`config.mk`:
```
export PLATFORM = sky130hd
export DESIGN_NAME = ps2_mouse_receiver_flat
export DESIGN_NICKNAME = d
export VERILOG_FILES = /design/src/rtl/ps2_pkg.sv /design/src/rtl/ps2_mouse_receiver_if.sv /design/src/rtl/ps2_sync_edge.sv /design/src/rtl/ps2_mouse_receiver.sv /design/src/flat_wrapper.sv
export SDC_FILE = /design/constraint.sdc
export NUM_CORES = 1
export LEC_CHECK = 0
export ABC_AREA = 1
export CAP_MARGIN = 10
export CORE_MARGIN = 8
export CORE_UTILIZATION = 40
export DETAILED_ROUTE_END_ITERATION = 7
export SYNTH_ARGS = -nofsm -noshare
export SYNTH_HDL_FRONTEND = slang
export SYNTH_HIERARCHICAL = 1
export SYNTH_SLANG_ARGS = --single-unit
```
`constraint.sdc`:
```
create_clock -name CLK -period 2 [get_ports CLK]
set_clock_uncertainty 0.1 [all_clocks]
set_input_delay 0.6 -clock CLK [delete_from_list [all_inputs] [get_ports CLK]]
set_output_delay 0.6 -clock CLK [all_outputs]
set_load 0.02 [all_outputs]
```
`src/rtl/ps2_pkg.sv`:
```
// ps2_pkg: shared PS/2 receive types and constants.
// Contents: receiver state enum, error-code bit indices, default inter-edge timeout.
package ps2_pkg;
  typedef enum logic [2:0] {IDLE, DATA, PARITY, STOP, DONE} ps2_rx_state_t;
  localparam int ERR_PARITY = 0;
  localparam int ERR_STOP = 1;
  localparam int PS2_TIMEOUT_DEFAULT = 100000;
endpackage

```
`src/rtl/ps2_mouse_receiver_if.sv`:
```
// ps2_mouse_receiver_if: PS/2 line inputs, read gate and received-byte outputs.
// master: drives the PS/2 lines and READ_ENABLE, observes the byte outputs.
// slave:  the receiver; samples the lines, drives BYTE_READY/BYTE_READ/BYTE_ERROR_CODE.
interface ps2_mouse_receiver_if;
  logic       CLK_MOUSE_IN;
  logic       DATA_MOUSE_IN;
  logic       READ_ENABLE;
  logic       BYTE_READY;
  logic [7:0] BYTE_READ;
  logic [1:0] BYTE_ERROR_CODE;
  modport master (output CLK_MOUSE_IN, DATA_MOUSE_IN, READ_ENABLE,
                  input BYTE_READY, BYTE_READ, BYTE_ERROR_CODE);
  modport slave (input CLK_MOUSE_IN, DATA_MOUSE_IN, READ_ENABLE,
                 output BYTE_READY, BYTE_READ, BYTE_ERROR_CODE);
endinterface

```
`src/rtl/ps2_sync_edge.sv`:
```
// ps2_sync_edge: synchronises PS/2 clock and data lines and strobes on clock falling edges.
// Ports: CLK, RESET (async, active-low), ps2_clk/ps2_data (raw lines),
//        fall (one-CLK falling-edge strobe), data (synchronised data, aligned with fall).
module ps2_sync_edge #(
  parameter int STAGES = 2
) (
  input  logic CLK,
  input  logic RESET,
  input  logic ps2_clk,
  input  logic ps2_data,
  output logic fall,
  output logic data
);
  logic [STAGES-1:0] clk_sync_q, clk_sync_d, dat_sync_q, dat_sync_d;
  logic clk_prev_q, clk_prev_d, dat_prev_q, dat_prev_d, fall_q, fall_d;
  always_comb begin
    clk_sync_d = (clk_sync_q << 1) | STAGES'(ps2_clk);
    dat_sync_d = (dat_sync_q << 1) | STAGES'(ps2_data);
    clk_prev_d = clk_sync_q[STAGES-1];
    dat_prev_d = dat_sync_q[STAGES-1];
    fall_d     = clk_prev_q & ~clk_sync_q[STAGES-1];
  end
  // The data line gets the same extra stage as the clock so data matches the strobe cycle.
  always_ff @(posedge CLK or negedge RESET)
    if (!RESET) begin
      clk_sync_q <= '1;
      dat_sync_q <= '1;
      clk_prev_q <= 1'b1;
      dat_prev_q <= 1'b1;
      fall_q     <= 1'b0;
    end else begin
      clk_sync_q <= clk_sync_d;
      dat_sync_q <= dat_sync_d;
      clk_prev_q <= clk_prev_d;
      dat_prev_q <= dat_prev_d;
      fall_q     <= fall_d;
    end
  assign fall = fall_q;
  assign data = dat_prev_q;
endmodule

```
`src/rtl/ps2_mouse_receiver.sv`:
```
// ps2_mouse_receiver: deserialises 11-bit PS/2 device-to-host frames into bytes.
// Ports: CLK, RESET (async, active-low), bus (slave): CLK_MOUSE_IN, DATA_MOUSE_IN,
//        READ_ENABLE in; BYTE_READY pulse, BYTE_READ byte, BYTE_ERROR_CODE {stop, parity} out.
module ps2_mouse_receiver
  import ps2_pkg::*;
#(
  parameter int TIMEOUT_CYCLES = PS2_TIMEOUT_DEFAULT,
  parameter int SYNC_STAGES = 2
) (
  input logic CLK,
  input logic RESET,
  ps2_mouse_receiver_if.slave bus
);
  localparam int TW = $clog2(TIMEOUT_CYCLES);
  localparam logic [TW-1:0] TMAX = TW'(TIMEOUT_CYCLES - 1);
  logic strobe, data, abort;
  ps2_rx_state_t state_q, state_d;
  logic [2:0] bit_cnt_q, bit_cnt_d;
  logic [7:0] shift_q, shift_d, byte_q, byte_d;
  logic [TW-1:0] tmo_q, tmo_d;
  logic [1:0] err_q, err_d;
  logic par_q, par_d, ready_q, ready_d;
  ps2_sync_edge #(.STAGES(SYNC_STAGES)) u_sync (
    .CLK(CLK), .RESET(RESET), .ps2_clk(bus.CLK_MOUSE_IN), .ps2_data(bus.DATA_MOUSE_IN),
    .fall(strobe), .data(data)
  );
  always_comb begin
    state_d   = state_q;
    bit_cnt_d = bit_cnt_q;
    shift_d   = shift_q;
    byte_d    = byte_q;
    err_d     = err_q;
    par_d     = par_q;
    ready_d   = state_q == DONE;
    tmo_d     = (strobe || state_q == IDLE || state_q == DONE) ? '0 : (tmo_q == TMAX ? tmo_q : tmo_q + 1'b1);
    // A strobe landing on the terminal count still counts as a valid bit.
    abort = state_q != DONE && (!bus.READ_ENABLE || (state_q != IDLE && !strobe && tmo_q == TMAX));
    if (abort) state_d = IDLE;
    else if (strobe || state_q == DONE)
      case (state_q)
        IDLE: if (!data) begin
          state_d   = DATA;
          bit_cnt_d = 3'd0;
          shift_d   = 8'h00;
        end
        DATA: begin
          shift_d   = {data, shift_q[7:1]};
          bit_cnt_d = bit_cnt_q + 3'd1;
          state_d   = bit_cnt_q == 3'd7 ? PARITY : DATA;
        end
        PARITY: begin
          par_d   = data;
          state_d = STOP;
        end
        STOP: begin
          byte_d            = shift_q;
          err_d[ERR_PARITY] = ~(^shift_q ^ par_q);
          err_d[ERR_STOP]   = ~data;
          state_d           = DONE;
        end
        default: state_d = IDLE;
      endcase
  end
  always_ff @(posedge CLK or negedge RESET)
    if (!RESET) begin
      state_q   <= IDLE;
      bit_cnt_q <= 3'd0;
      shift_q   <= 8'h00;
      byte_q    <= 8'h00;
      err_q     <= 2'b00;
      par_q     <= 1'b0;
      tmo_q     <= '0;
      ready_q   <= 1'b0;
    end else begin
      state_q   <= state_d;
      bit_cnt_q <= bit_cnt_d;
      shift_q   <= shift_d;
      byte_q    <= byte_d;
      err_q     <= err_d;
      par_q     <= par_d;
      tmo_q     <= tmo_d;
      ready_q   <= ready_d;
    end
  assign bus.BYTE_READY      = ready_q;
  assign bus.BYTE_READ       = byte_q;
  assign bus.BYTE_ERROR_CODE = err_q;
endmodule

```
`src/flat_wrapper.sv`:
```
// flat-port wrapper written by rule: the top's interface ports become plain ports
module ps2_mouse_receiver_flat import ps2_pkg::*;
#(
  parameter int TIMEOUT_CYCLES = PS2_TIMEOUT_DEFAULT,
  parameter int SYNC_STAGES = 2
)
  (CLK, RESET, bus_CLK_MOUSE_IN, bus_DATA_MOUSE_IN, bus_READ_ENABLE, bus_BYTE_READY, bus_BYTE_READ, bus_BYTE_ERROR_CODE);
  ps2_mouse_receiver_if bus_i ();
  input logic CLK;
  input logic RESET;
  input wire logic [$bits(bus_i.CLK_MOUSE_IN)-1:0] bus_CLK_MOUSE_IN;
  input wire logic [$bits(bus_i.DATA_MOUSE_IN)-1:0] bus_DATA_MOUSE_IN;
  input wire logic [$bits(bus_i.READ_ENABLE)-1:0] bus_READ_ENABLE;
  output wire logic [$bits(bus_i.BYTE_READY)-1:0] bus_BYTE_READY;
  output wire logic [$bits(bus_i.BYTE_READ)-1:0] bus_BYTE_READ;
  output wire logic [$bits(bus_i.BYTE_ERROR_CODE)-1:0] bus_BYTE_ERROR_CODE;
  assign bus_i.CLK_MOUSE_IN = bus_CLK_MOUSE_IN;
  assign bus_i.DATA_MOUSE_IN = bus_DATA_MOUSE_IN;
  assign bus_i.READ_ENABLE = bus_READ_ENABLE;
  assign bus_BYTE_READY = bus_i.BYTE_READY;
  assign bus_BYTE_READ = bus_i.BYTE_READ;
  assign bus_BYTE_ERROR_CODE = bus_i.BYTE_ERROR_CODE;
  ps2_mouse_receiver #(.TIMEOUT_CYCLES(TIMEOUT_CYCLES), .SYNC_STAGES(SYNC_STAGES)) u_core (.CLK(CLK), .RESET(RESET), .bus(bus_i));
endmodule
```
==> out/results.tsv, run 1 <==
stage	metric	value	unit
worst_setup_path	path_cells	clkdlybuf4s50_1	
synth	yosysWarnings	6	
worst_setup_path	critPathRequiredTime	1300	ps
power_and_ir_drop	leakage	1.382	nW
placed_design	gp_congestion	0.9095	
floorplan	rows	28	
floorplan	core_area	0.005781	sq mm
floorplan	die_area	0.008534	sq mm
grt	grt_pass1_vias	1773	
routing	drc	0	
synth	synth-seq-cells	50	
sta	max_slew_margin	0.7923	
clocking	cts_tree	built	
sta	min_period	1968	ps
worst_setup_path	critPathTopFamily	buffers and inverters	
grt	grt_overflow	0	
synth	synth.area.top_cells	dfrtp_1, nand2_1, dfstp_2	
power_and_ir_drop	power_density	664.0	mW/mm^2
sta	setup_viol	0	
placed_design	io_buffer_count	15	
routing	drtIter0Drc	117	
synth	synth_ff_type	dfrtp_1	
sta	timing.setup.tns	0	ps
clocking	cts_max_path_buffers	2	
sta	hold_ws	166.9	ps
routing	wl	4619	um
clocking	post-cts-setup-buffer-count	0	
floorplan	io_pins	16	
placed_design	hpwl	3282	um
sta	final_hold_viol_count	0	
worst_setup_path	crit_fanout	2	
synth	yosys.area.top_type	dfrtp_1	
power_and_ir_drop	ir_worst_vdd	0.0003185	V
sta	grt_setup_unrepaired	no	
grt	antenna_found_initial	0	
worst_setup_path	crit_arrival	1270	ps
sta	fmax	508.2	MHz
sta	fin_crit_sh	0.9839	
synth	syn_avg_cell_area	8.131	sq um
layout	drive_gt1_frac	0.1029	
flow_run	cap_violations	0	
grt	grt_max_degree	51	
grt	grt_pass1_wl	8135	um
clocking	cts.clk_slew.worst_paths	90	ps
power_and_ir_drop	finalPower	1.809	mW
synth	synth_area	0.002333	sq mm
worst_setup_path	critPathSlowestCell	clkdlybuf4s50_1	
sta	worst_slew_pin_slew	310.9	ps
run_status	status	finished, final reports clean	
sta	maxSlewViolCount	0	
floorplan	die_y	92.38	um
worst_setup_path	crit_path_end_kind	output port	
clocking	numCtsBuffers	5	
synth	synth_seq_area_share	0.5394	
synth	async_flop_share	1.000	
sta	worst_slack	32.19	ps
routing	wire_per_inst	11.97	um
routing	postRouteAntennaNets	0	
layout	antenna_cells	0	
routing	dr.pass1.iters	4	
synth	synth_top_area_frac	0.4718	
clocking	cts_root_buf	clkbuf_8	
hold_path	hold_class	input port to async pin	
floorplan	die_w	92.38	um
layout	syn_to_final_growth	16.78	%
routing	drt-vias-per-instance	4.684	
worst_setup_path	critical_path_class	register to output port	
worst_setup_path	slowest_delay	610	ps
routing	vias	1808	
grt	grt_usage	0.1167	
clocking	numClockSinks	50	
synth	synth_cells	287	
clocking	clock_latency	300	ps
placed_design	place_ws	42.34	ps
worst_setup_path	cp_num_buf_inv	1	
floorplan	start_util	0.4037	
synth	synth_nets	295	
layout	nNetsFinal	318	
synth	synth_cell_types	26	
synth	synth_edf_count	0	
worst_setup_path	critPathLaunchType	register	
clocking	htreeDepth	2	
## state kept, by name, summed over array words and instances (netlist names)
name and flops:
u_core/u_sync/clk_sync_q 2, u_core/shift_q 8, u_core/bus.BYTE_ERROR_CODE 2, u_core/u_sync/dat_sync_q 2
u_core/state_q 3, u_core/par_q 1, u_core/u_sync/clk_prev_q 1, u_core/u_sync/fall 1
u_core/u_sync/data 1, u_core/bit_cnt_q 3, u_core/bus.BYTE_READ 8, u_core/tmo_q 17
u_core/bus.BYTE_READY 1
## power by group
| group | leakage [nW] | internal (mW) | total (mW) | switching, mW |
|---|---|---|---|---|
| clock | 0.0579 | 0.368 | 0.696 | 0.328 |
| sequential | 0.670 | 1.03 | 1.04 | 0.0115 |
| combinational | 0.654 | 0.0249 | 0.0727 | 0.0478 |
## stage by stage
step	area, sq um	utilization	instances
floorplan	2333	-	287
global placement	2619	0.4530	378
detailed placement	2619	0.4530	378
CTS	2720	0.4706	386
global route	2725	0.4714	386
finish	2725	0.4714	386
## placed cells by master, fill, tap and decap left out
cell             instances
nor2_2                   4
ha_1                     3
o2bb2ai_1                1
dfrtp_1                 44
nand3_2                  2
buf_12                   3
nand3_1                 14
clkinv_2                 3
clkdlybuf4s50_1          6
bufinv_16                1
a21oi_1                  6
clkbuf_8                 5
dfstp_2                  6
dlygate4sd2_1            6
nand2_2                  3
buf_2                    1
inv_1                   30
a31oi_1                  1
o21ai_0                 19
nor2_1                  34
nand4_2                  1
buf_4                    2
nor3_1                   4
nand2_1                 97
nor4_1                   1
xor2_1                   3
nand3b_1                 1
xnor2_1                  2
inv_2                    1
dlymetal6s2s_1           2
nand4_1                  5
## Yosys cell counts (4+ instances only)
cell type   n
nor3_1      4
inv_1      30
o21ai_0    19
a21oi_1     6
dfstp_2     6
nand4_1     5
nand3_1    14
dfrtp_1    44
nand2_1    97
nor2_2      4
nor2_1     34
## path summary, 6_finish.rpt
| path | from | endpoint | slack (ps) | depth (start not counted) |
|---|---|---|---|---|
| hold / removal | RESET | u_core/bus.BYTE_ERROR_CODE[1]$_DFFE_PN0P_ | 170 | 2 |
| hold reg to reg | u_core/u_sync/dat_sync_q[0]$_DFF_PN1_ | u_core/u_sync/dat_sync_q[1]$_DFF_PN1_ | 260 | 0 |
| min in group CLK | u_core/u_sync/dat_sync_q[0]$_DFF_PN1_ | u_core/u_sync/dat_sync_q[1]$_DFF_PN1_ | 260 | 0 |
| setup reg to reg | u_core/tmo_q[0]$_DFFE_PN0P_ | u_core/shift_q[0]$_DFFE_PN0P_ | 250 | 11 |
| max in group asynchronous | RESET | u_core/u_sync/data$_DFF_PN1_ | 1330 | 2 |
| setup / recovery | u_core/bus.BYTE_READ[1]$_DFFE_PN0P_ | bus_BYTE_READ[1] | 30 | 1 |
## kinds of logic after synthesis
group / after synthesis / synth area share
simple gates: 166 / 0.3013
flops: 50 / 0.5394
buf+inv: 36 / 0.06434
compound gates: 27 / 0.06006
xor+xnor: 5 / 0.01877
fa+ha+maj: 3 / 0.01609
## what timing repair did
item,CTS,global route
hold buffers,0,0
resized for setup,6,2
endpoints found under the setup margin,6,2
## metal layers
layer,share of wire,routed length (um),GRT usage
met3,0.030,140,0.02832
met2,0.49,2270,0.2014
met1,0.46,2139,0.1368
met4,0.015,69,0.04430
met5,0,0,0
## final cells by class
type,count,area [sq um]
flip-flops and latches,50,1259
inverters,32,121.4
multi-input cells,201,924.6
well taps,75,93.84
fillers,548,3055
clock buffers,5,68.82
clock inverters,3,40.04
repair buffers,20,217.7
No activity file was read; power rests on OpenSTA's default activity.
==> run 2, diff against run 1 <==
Settings changed: ABC_CLOCK_PERIOD_IN_PS set to 2000.
==> results of run 2 <==
No change in the layout: final DEF, timing and power equal those of run 1.
